--- config.mk ---
export PLATFORM = sky130hd
export DESIGN_NAME = seq_det_scheduler
export DESIGN_NICKNAME = d
export VERILOG_FILES = /design/src/rtl/seq_det_pkg.sv /design/src/rtl/rr_arbiter.sv /design/src/rtl/seq_det_scheduler.sv
export SDC_FILE = /design/constraint.sdc
export NUM_CORES = 1
export LEC_CHECK = 0
export ABC_CLOCK_PERIOD_IN_PS = 3050
export CAP_MARGIN = 40
export CORE_MARGIN = 3
export CORE_UTILIZATION = 49
export DETAILED_ROUTE_END_ITERATION = 10
export HOLD_SLACK_MARGIN = 0.08
export PLACE_DENSITY = 0.8
export SKIP_CTS_REPAIR_TIMING = 1
export SYNTH_ARGS = -nofsm -noshare
export SYNTH_HDL_FRONTEND = slang
export SYNTH_SLANG_ARGS = --single-unit
--- constraint.sdc ---
create_clock -name clk -period 3.05 [get_ports clk]
set_clock_uncertainty 0.05 [all_clocks]
set_input_delay 0.305 -clock clk [delete_from_list [all_inputs] [get_ports clk]]
set_output_delay 0.305 -clock clk [all_outputs]
set_load 0.02 [all_outputs]
--- src/rtl/seq_det_pkg.sv ---
// Shared encoding and defaults for the time-shared "101" sequence detector.
package seq_det_pkg;

    localparam int NCH_DEF   = 4;
    localparam int CNT_W_DEF = 8;
    // Pointer is sized for the largest supported channel count (8).
    localparam int PTR_W     = 3;

    localparam logic [1:0] ST_A = 2'b00;
    localparam logic [1:0] ST_B = 2'b01;
    localparam logic [1:0] ST_C = 2'b10;
    localparam logic [1:0] ST_D = 2'b11;

    // Non-overlapping Moore "101": leaving D restarts the search from scratch.
    function automatic logic [1:0] ns_101(input logic [1:0] s, input logic b);
        logic [1:0] n;
        case (s)
            ST_A:    n = b ? ST_B : ST_A;
            ST_B:    n = b ? ST_B : ST_C;
            ST_C:    n = b ? ST_D : ST_A;
            default: n = b ? ST_B : ST_A;
        endcase
        return n;
    endfunction

endpackage

--- src/rtl/rr_arbiter.sv ---
// Round-robin arbiter: grants the first requester at or after ptr, wrapping.
module rr_arbiter
    import seq_det_pkg::*;
#(
    parameter int NCH = NCH_DEF
) (
    input  logic [NCH-1:0]   req,
    input  logic [PTR_W-1:0] ptr,
    output logic [NCH-1:0]   gnt
);

    logic [2*NCH-1:0] req_dbl;
    logic [2*NCH-1:0] gnt_dbl;
    logic [NCH-1:0]   rot;
    logic [NCH-1:0]   pick;
    logic             found;

    // Rotate so ptr sits at bit 0, pick the lowest set bit, rotate back.
    always_comb begin
        req_dbl = {req, req} >> ptr;
        rot     = req_dbl[NCH-1:0];
        pick    = '0;
        found   = 1'b0;
        for (int i = 0; i < NCH; i++) begin
            if (!found && rot[i]) begin
                pick[i] = 1'b1;
                found   = 1'b1;
            end
        end
        gnt_dbl = {{NCH{1'b0}}, pick} << ptr;
        gnt     = gnt_dbl[NCH-1:0] | gnt_dbl[2*NCH-1:NCH];
    end

endmodule

--- src/rtl/seq_det_scheduler.sv ---
// Multi-channel "101" detector sharing one next-state function across channels
// through a round-robin grant; per-channel 2-bit contexts live here.
module seq_det_scheduler
    import seq_det_pkg::*;
#(
    parameter int NCH   = NCH_DEF,
    parameter int CNT_W = CNT_W_DEF
) (
    input  logic               clk,
    input  logic               reset,
    input  logic               clear,
    input  logic [NCH-1:0]     x_valid,
    input  logic [NCH-1:0]     x,
    output logic [NCH-1:0]     ready,
    output logic [NCH-1:0]     hit,
    output logic [NCH-1:0]     det,
    output logic [CNT_W-1:0]   hit_count,
    output logic [2*NCH-1:0]   dbg_ctx,
    output logic [PTR_W-1:0]   dbg_ptr
);

    logic [1:0]       ctx_q [NCH];
    logic [1:0]       ctx_d [NCH];
    logic [PTR_W-1:0] ptr_q, ptr_d;
    logic [NCH-1:0]   hit_q, hit_d;
    logic [NCH-1:0]   det_q, det_d;
    logic [CNT_W-1:0] cnt_q, cnt_d;
    logic [NCH-1:0]   gnt;
    logic             xfer;
    logic [PTR_W-1:0] sel;
    logic [1:0]       sel_ctx;
    logic             sel_bit;
    logic [1:0]       sel_ns;

    rr_arbiter #(.NCH(NCH)) u_arb (
        .req (x_valid),
        .ptr (ptr_q),
        .gnt (gnt)
    );

    // Handshake: bit x[i] is consumed at a rising edge iff x_valid[i] && ready[i];
    // ready never rises without x_valid, is at most one-hot, and is zero during clear.
    assign ready = clear ? '0 : gnt;

    always_comb begin
        xfer    = |ready;
        sel     = '0;
        sel_ctx = ST_A;
        sel_bit = 1'b0;
        for (int i = 0; i < NCH; i++) begin
            if (ready[i]) begin
                sel     = PTR_W'(i);
                sel_ctx = ctx_q[i];
                sel_bit = x[i];
            end
        end
        sel_ns = ns_101(sel_ctx, sel_bit);
    end

    always_comb begin
        ptr_d = ptr_q;
        hit_d = '0;
        cnt_d = cnt_q;
        for (int i = 0; i < NCH; i++) begin
            ctx_d[i] = ctx_q[i];
        end
        if (clear) begin
            for (int i = 0; i < NCH; i++) begin
                ctx_d[i] = ST_A;
            end
            ptr_d = '0;
            cnt_d = '0;
        end else if (xfer) begin
            for (int i = 0; i < NCH; i++) begin
                if (ready[i]) begin
                    ctx_d[i] = sel_ns;
                    hit_d[i] = (sel_ns == ST_D);
                end
            end
            ptr_d = (sel == PTR_W'(NCH - 1)) ? '0 : sel + PTR_W'(1);
            if (|hit_d && cnt_q != '1) begin
                cnt_d = cnt_q + CNT_W'(1);
            end
        end
        for (int i = 0; i < NCH; i++) begin
            det_d[i] = (ctx_d[i] == ST_D);
        end
    end

    always_ff @(posedge clk or negedge reset) begin
        if (!reset) begin
            for (int i = 0; i < NCH; i++) begin
                ctx_q[i] <= ST_A;
            end
            ptr_q <= '0;
            hit_q <= '0;
            det_q <= '0;
            cnt_q <= '0;
        end else begin
            for (int i = 0; i < NCH; i++) begin
                ctx_q[i] <= ctx_d[i];
            end
            ptr_q <= ptr_d;
            hit_q <= hit_d;
            det_q <= det_d;
            cnt_q <= cnt_d;
        end
    end

    assign hit       = hit_q;
    assign det       = det_q;
    assign hit_count = cnt_q;
    assign dbg_ptr   = ptr_q;

    for (genvar g = 0; g < NCH; g++) begin : g_dbg
        assign dbg_ctx[2*g +: 2] = ctx_q[g];
    end

endmodule
# Word level (Yosys, flattened, before mapping)

Index checks and enable logic that the tools add are counted.

Flip-flop bits (word level): 27
Bits of input ports: 11
Word-level logic and storage cells: 82

Add/subtract/negate cells: 2
Equal/unequal tests: 9
Shift-type cells: 2
Multiplexer cells: 48
Bitwise operators: 1
Reductions and logical operators: 12

Operator list:

| cell                                                | count |
|---|---|
| 2-to-1 mux 8 bit                                    | 5 |
| 2-to-1 mux 1 bit                                    | 24 |
| 2-to-1 mux 2 bit                                    | 10 |
| 2-to-1 mux 3 bit                                    | 5 |
| equality test 2 bit, second input constant          | 6 |
| 2-to-1 mux 4 bit                                    | 3 |
| adder 8 x 1 -> 8 bit, second input constant         | 1 |
| inequality test 8 bit, second input constant        | 1 |
| OR reduction 4 bit                                  | 2 |
| left shift 4 x 3 -> 8 bit                           | 1 |
| right shift 8 x 3 -> 4 bit                          | 1 |
| logical AND 1 bit                                   | 4 |
| bitwise OR 4 bit                                    | 1 |
| one-hot mux 2 bit (2 select lines)                  | 1 |
| nonzero test 2 bit                                  | 2 |
| adder 3 x 1 -> 3 bit, second input constant         | 1 |
| equality test 3 x 2 -> 1 bit, second input constant | 1 |
| zero test 1 bit                                     | 3 |
| equality test 2 x 1 -> 1 bit, second input constant | 1 |
| AND reduction 2 bit                                 | 1 |

# Longest topological paths before layout

Depth after elaboration: 29
Mapped depth: 9
Mapped depth without buffers: 8

# Hierarchy

A second synthesis with hierarchy kept.

Cell total of the unflattened synthesis: 157
Area, all modules: 1549.0 um^2

Modules (own cells, without submodules):

| module            | instances | cells an instance | area an instance (um^2) | seq. area each (um^2) |
|---|---|---|---|---|
| seq_det_scheduler | 1         | 134               | 1368.8                  | 650.6 |
| rr_arbiter        | 1         | 23                | 180.2                   | 0.0 |

# Worst setup path after synthesis

OpenSTA, ideal clock, no wires.

Kind: flip-flop to flip-flop
From: reg ptr_q[0] (netlist: dbg_ptr[0])
To: reg cnt_q[1] (netlist: hit_count[1])
Data arrival time: 2.242 ns
Slack: 0.634 ns
Cell stages (with the launch flop): 9
Path buffers: 1
Clock period less this slack: 2.416 ns
Path through: dfrtp_1 buf_4 nand2b_4 a311o_2 nand2_2 o32ai_1 o32a_2 nor3_1 mux2_2

Cells in the longest elaborated chain, start to end: 28
Elaborated cells between the ends (all ways): 49
Classes of those cells: eq/ne (3); shift (2); mux (31); bitwise (1); reduce/logical (12)

RTL lines:

| item                                     | line                     | source |
|---|---|---|
| start, declared                          | seq_det_scheduler.sv:24  | `logic [PTR_W-1:0] ptr_q, ptr_d;` |
| start signal, assigned                   | seq_det_scheduler.sv:103 | `ptr_q <= ptr_d;` |
| right shift 8 x 3 -> 4 bit               | rr_arbiter.sv:20         | `req_dbl = {req, req} >> ptr;` |
| 2-to-1 mux 1 bit                         | rr_arbiter.sv:25         | `if (!found && rot[i]) begin` |
| zero test 1 bit                          | rr_arbiter.sv:25         |  |
| logical AND 1 bit                        | rr_arbiter.sv:25         |  |
| 2-to-1 mux 1 bit                         | rr_arbiter.sv:25         |  |
| zero test 1 bit                          | rr_arbiter.sv:25         |  |
| logical AND 1 bit                        | rr_arbiter.sv:25         |  |
| 2-to-1 mux 1 bit                         | rr_arbiter.sv:25         |  |
| (+12 left out)                           | n/a                      |  |
| equality test 2 bit                      | seq_det_scheduler.sv:77  | `hit_d[i] = (sel_ns == ST_D);` |
| 2-to-1 mux 1 bit                         | seq_det_scheduler.sv:75  | `if (ready[i]) begin` |
| 2-to-1 mux 1 bit                         | seq_det_scheduler.sv:73  | `end else if (xfer) begin` |
| 2-to-1 mux 1 bit                         | seq_det_scheduler.sv:67  | `if (clear) begin` |
| OR reduction 4 bit                       | seq_det_scheduler.sv:81  | `if (\|hit_d && cnt_q != '1) begin` |
| logical AND 1 bit                        | seq_det_scheduler.sv:81  |  |
| nonzero test 2 bit (no source line)      | n/a                      |  |
| AND reduction 2 bit (no source line) (*) | n/a                      |  |
| end signal, assigned                     | seq_det_scheduler.sv:106 | `cnt_q <= cnt_d;` |
| end, declared                            | seq_det_scheduler.sv:27  | `logic [CNT_W-1:0] cnt_q, cnt_d;` |

Mark *: on every way between the ends. The rest lies on a longest branch, timed or not. The select of a mux whose other input is x is not followed.
A chain may end at the register's enable or synchronous reset.

# Final worst setup path

From: in x_valid[2]
To: out ready[3]

Cells in the longest elaborated chain, start to end: 14
Elaborated cells between the ends (all ways): 16
Classes of those cells: shift (2); mux (7); bitwise (1); reduce/logical (6)

RTL lines:

| item                           | line                    | source |
|---|---|---|
| start, declared                | seq_det_scheduler.sv:12 | `input logic [NCH-1:0] x_valid,` |
| right shift 8 x 3 -> 4 bit (*) | rr_arbiter.sv:20        |  |
| 2-to-1 mux 1 bit               | rr_arbiter.sv:25        |  |
| zero test 1 bit                | rr_arbiter.sv:25        |  |
| logical AND 1 bit              | rr_arbiter.sv:25        |  |
| 2-to-1 mux 1 bit               | rr_arbiter.sv:25        |  |
| zero test 1 bit                | rr_arbiter.sv:25        |  |
| logical AND 1 bit              | rr_arbiter.sv:25        |  |
| 2-to-1 mux 1 bit               | rr_arbiter.sv:25        |  |
| zero test 1 bit                | rr_arbiter.sv:25        |  |
| logical AND 1 bit              | rr_arbiter.sv:25        |  |
| 2-to-1 mux 1 bit               | rr_arbiter.sv:25        |  |
| left shift 4 x 3 -> 8 bit (*)  | rr_arbiter.sv:30        | `gnt_dbl = {{NCH{1'b0}}, pick} << ptr;` |
| bitwise OR 4 bit (*)           | rr_arbiter.sv:31        | `gnt = gnt_dbl[NCH-1:0] \| gnt_dbl[2*NCH-1:NCH];` |
| 2-to-1 mux 4 bit (*)           | seq_det_scheduler.sv:43 | `assign ready = clear ? '0 : gnt;` |
| end, declared                  | seq_det_scheduler.sv:14 | `output logic [NCH-1:0] ready,` |

Mark *: on every way between the ends. The rest lies on a longest branch, timed or not.

==> summary.txt <==
Outcome
  • Status: completed

Place
  • Inst Count DP: approximately 250
  • Post-placement setup slack: 0.0187 ns
  • Post-DP Area: around 0.0020 sq mm
  • HPWL Detailed: 3010 um
  • Port bufs: 40
  • GP Congestion: between 0.9 and 1

Global routing
  • GRT overflow: 0
  • Global-route wire length before repair: approximately 6800 um
  • Initial antenna violation count: 0
  • Largest net degree at the start of global routing: 27
  • Vias in the first global route: between 1000 and 1500
  • Total Routing Usage GR: 0.204

Clocking
  • CTS sink cnt: 26
  • CTS Buf Count: 3
  • CTS clk-pin slew, worst paths: around 0.15 ns
  • Htree depth: 1
  • Max Buffers Root-to-Sink: 2
  • Clock Latency Late Sink: 0.32 ns
  • Clock root cell: clkbuf_4
  • TritonCTS clock tree: done

Timing
  • Slew Limit Fails: 0
  • Final setup viols: 0
  • Worst-margin pin slew: around 0.50 ns
  • Fmax: approximately 360 MHz
  • Setup tns final: 0 ns
  • Max_slew headroom: 0.664
  • Unrepaired setup endpoints after global routing: no
  • Final hold vios: 0
  • Final worst path period share: 0.903
  • Hold WS: roughly 0.28 ns
  • Setup WS post-layout: a little under 0.3 ns
  • Tmin final: roughly 2.8 ns

Critical path
  • Worst Path Required: 2.69 ns
  • Critical Path AT: 2.40 ns
  • CP Capture Type: output pin
  • Startpoint Class: primary input
  • Crit path kind: primary input to output pin
  • CP max FO: 10

Cells and area
  • Commonest non-fill, non-tap cell in the layout: clkdlybuf4s50_1
  • Core Util, Final: 0.672
  • Final cell count without fillers: 258
  • Commonest non-fill, non-tap cells in the layout: 40 x clkdlybuf4s50_1, 26 x dfrtp_1, 18 x nor2_1
  • Multi-input gate area: between 800 and 900 sq um
  • Sequential Area: approximately 650 sq um
  • Final instance area: about 0.0021 sq mm
  • Layout cells sized above 1: 0.168
  • Final net count: 228
  • Filler cells: around 280
  • Syn-to-layout area delta: 28.4%
  • Antenna cells: 0

Floorplanning
  • Total core area: between 0.003 and 0.004 sq mm
  • Std cell rows: 20
  • Die area: 0.00407 sq mm
  • Die Span X: ~64 um
  • Starting Density: 0.523
  • Top-level I/O count: 42
  • Die H: approximately 64 um

Synthesis
  • Sequential area share after synthesis: 0.398
  • Async SR Flop Fraction: 1.00
  • YS warnings: 0
  • Mapped Cells: ~170
  • Number of flops mapped to enable cells by yosys: 0
  • Prevailing post-synth register cell: dfrtp_1
  • Synth Register Bits: 26
  • Avg Cell Area, Syn: approximately 9.5 sq um
  • Synth Net Count: roughly 190
  • Biggest area consumer among synthesized cells: dfrtp_1
  • Synth top area cells: dfrtp_1 40%, nor2_1 4.1%, clkbuf_8 3.4%
  • Synth cell types: 52
  • Synth top area share: 0.398
  • Post-synthesis cell area: 0.00164 sq mm

Drt
  • Via density: between 5 and 6
  • DRT Pass-1 Iters: 4
  • Drt total wl: 3880 um
  • Antenna viol nets, final: 0
  • DR WL/cell: roughly 15 um
  • DRT iter0 DRCs: just over 80
  • Vias: roughly 1500
  • Post-route DRC: 0

Pwr
  • Part of the power in registers: 0.463
  • Pwr dens: about 380 mW/mm^2
  • Max rail drop VDD: between 0.2 and 0.25 mV
  • Psw: between 200 and 250 uW
  • Internal: 573 uW
  • Logic pwr share: 0.239
  • Switching share of power: 0.285
  • Clock power share: 0.298
  • Design Power: 801 uW
  • Leakage: 0.899 nW

Min path
  • Worst hold path class: primary input to asynchronous set/reset pin

Job
  • MaxCap Viol Count: 0
## flip-flops by register name, summed over array words and instances (netlist names)
register	flops
dbg_ctx	8
dbg_ptr	2
det	4
hit	4
hit_count	8
## layout make-up
type                    instances  share of cell area
clock buffers                   3              0.0107
clock inverters                 1              0.0143
inverters                      11              0.0197
multi-input cells             123               0.393
flip-flops and latches         26               0.310
well taps                      44              0.0262
repair buffers                 50               0.226
## cell usage after synthesis (2+ instances only)
library cell  instances
or3_2                 3
nand3_1               7
o21ai_0               3
or4_1                 4
nor2_1               18
or3_1                 2
a21oi_1              10
o21a_1                2
o41ai_1               2
nand2b_1              2
mux2i_1               4
inv_1                11
buf_4                 2
o31ai_1               5
o311ai_0              2
buf_2                 2
nand2_1              13
dfrtp_1              26
nor3_1                6
nand4_1               4
a221oi_2              2
clkbuf_8              4
o211ai_1              4
a32oi_1               2
buf_6                 3
ha_1                  2
or2_1                 2
## metal layers
layer  track usage  part of all wire
met1         0.257              0.41
met2         0.355              0.52
met3        0.0422             0.055
met4        0.0539             0.019
met5             0                 0
## power by group through the flow
stage | clock [mW] | combinational [mW] | sequential [mW]
after floorplan | 0 | 0.117 | 0.384
after global placement | 0 | 0.186 | 0.377
after detailed placement | 0 | 0.191 | 0.377
after CTS | 0.245 | 0.192 | 0.371
after global routing | 0.259 | 0.207 | 0.373
final | 0.238 | 0.191 | 0.371
## worst paths after layout
check                           cells past startpoint                        to                     start  slack (ns)
worst max-delay path                                7                  ready[3]                x_valid[2]        0.30
worst min register to register                      2  hit_count[5]$_DFFE_PN0P_  hit_count[5]$_DFFE_PN0P_        0.53
worst min-delay path                                2      dbg_ctx[1]$_DFF_PN0_                     reset        0.28
worst max register to register                      7  hit_count[1]$_DFFE_PN0P_    dbg_ptr[0]$_DFFE_PN0P_        0.34
max in group asynchronous                           2      dbg_ctx[2]$_DFF_PN0_                     reset        2.43
min in group clk                                    2  hit_count[5]$_DFFE_PN0P_  hit_count[5]$_DFFE_PN0P_        0.53
## kinds of logic after synthesis
kind of cell	Yosys count	share of synthesized area
other	1	0.00229
AOI/OAI and AO/OA	44	0.222
buffers and inverters	23	0.0979
muxes	5	0.0313
and+or+nand+nor	71	0.234
adders and majority gates	2	0.0153
DFF	26	0.398
## worst max-delay path, cell delays in order
cell and delay [ns]:
clkdlybuf4s50_1 0.61, nor2_1 0.26, o21ai_2 0.12, or2_1 0.25
buf_4 0.16, nor2_1 0.09, clkdlybuf4s50_1 0.61
Power figures use the tool's default switching activity.
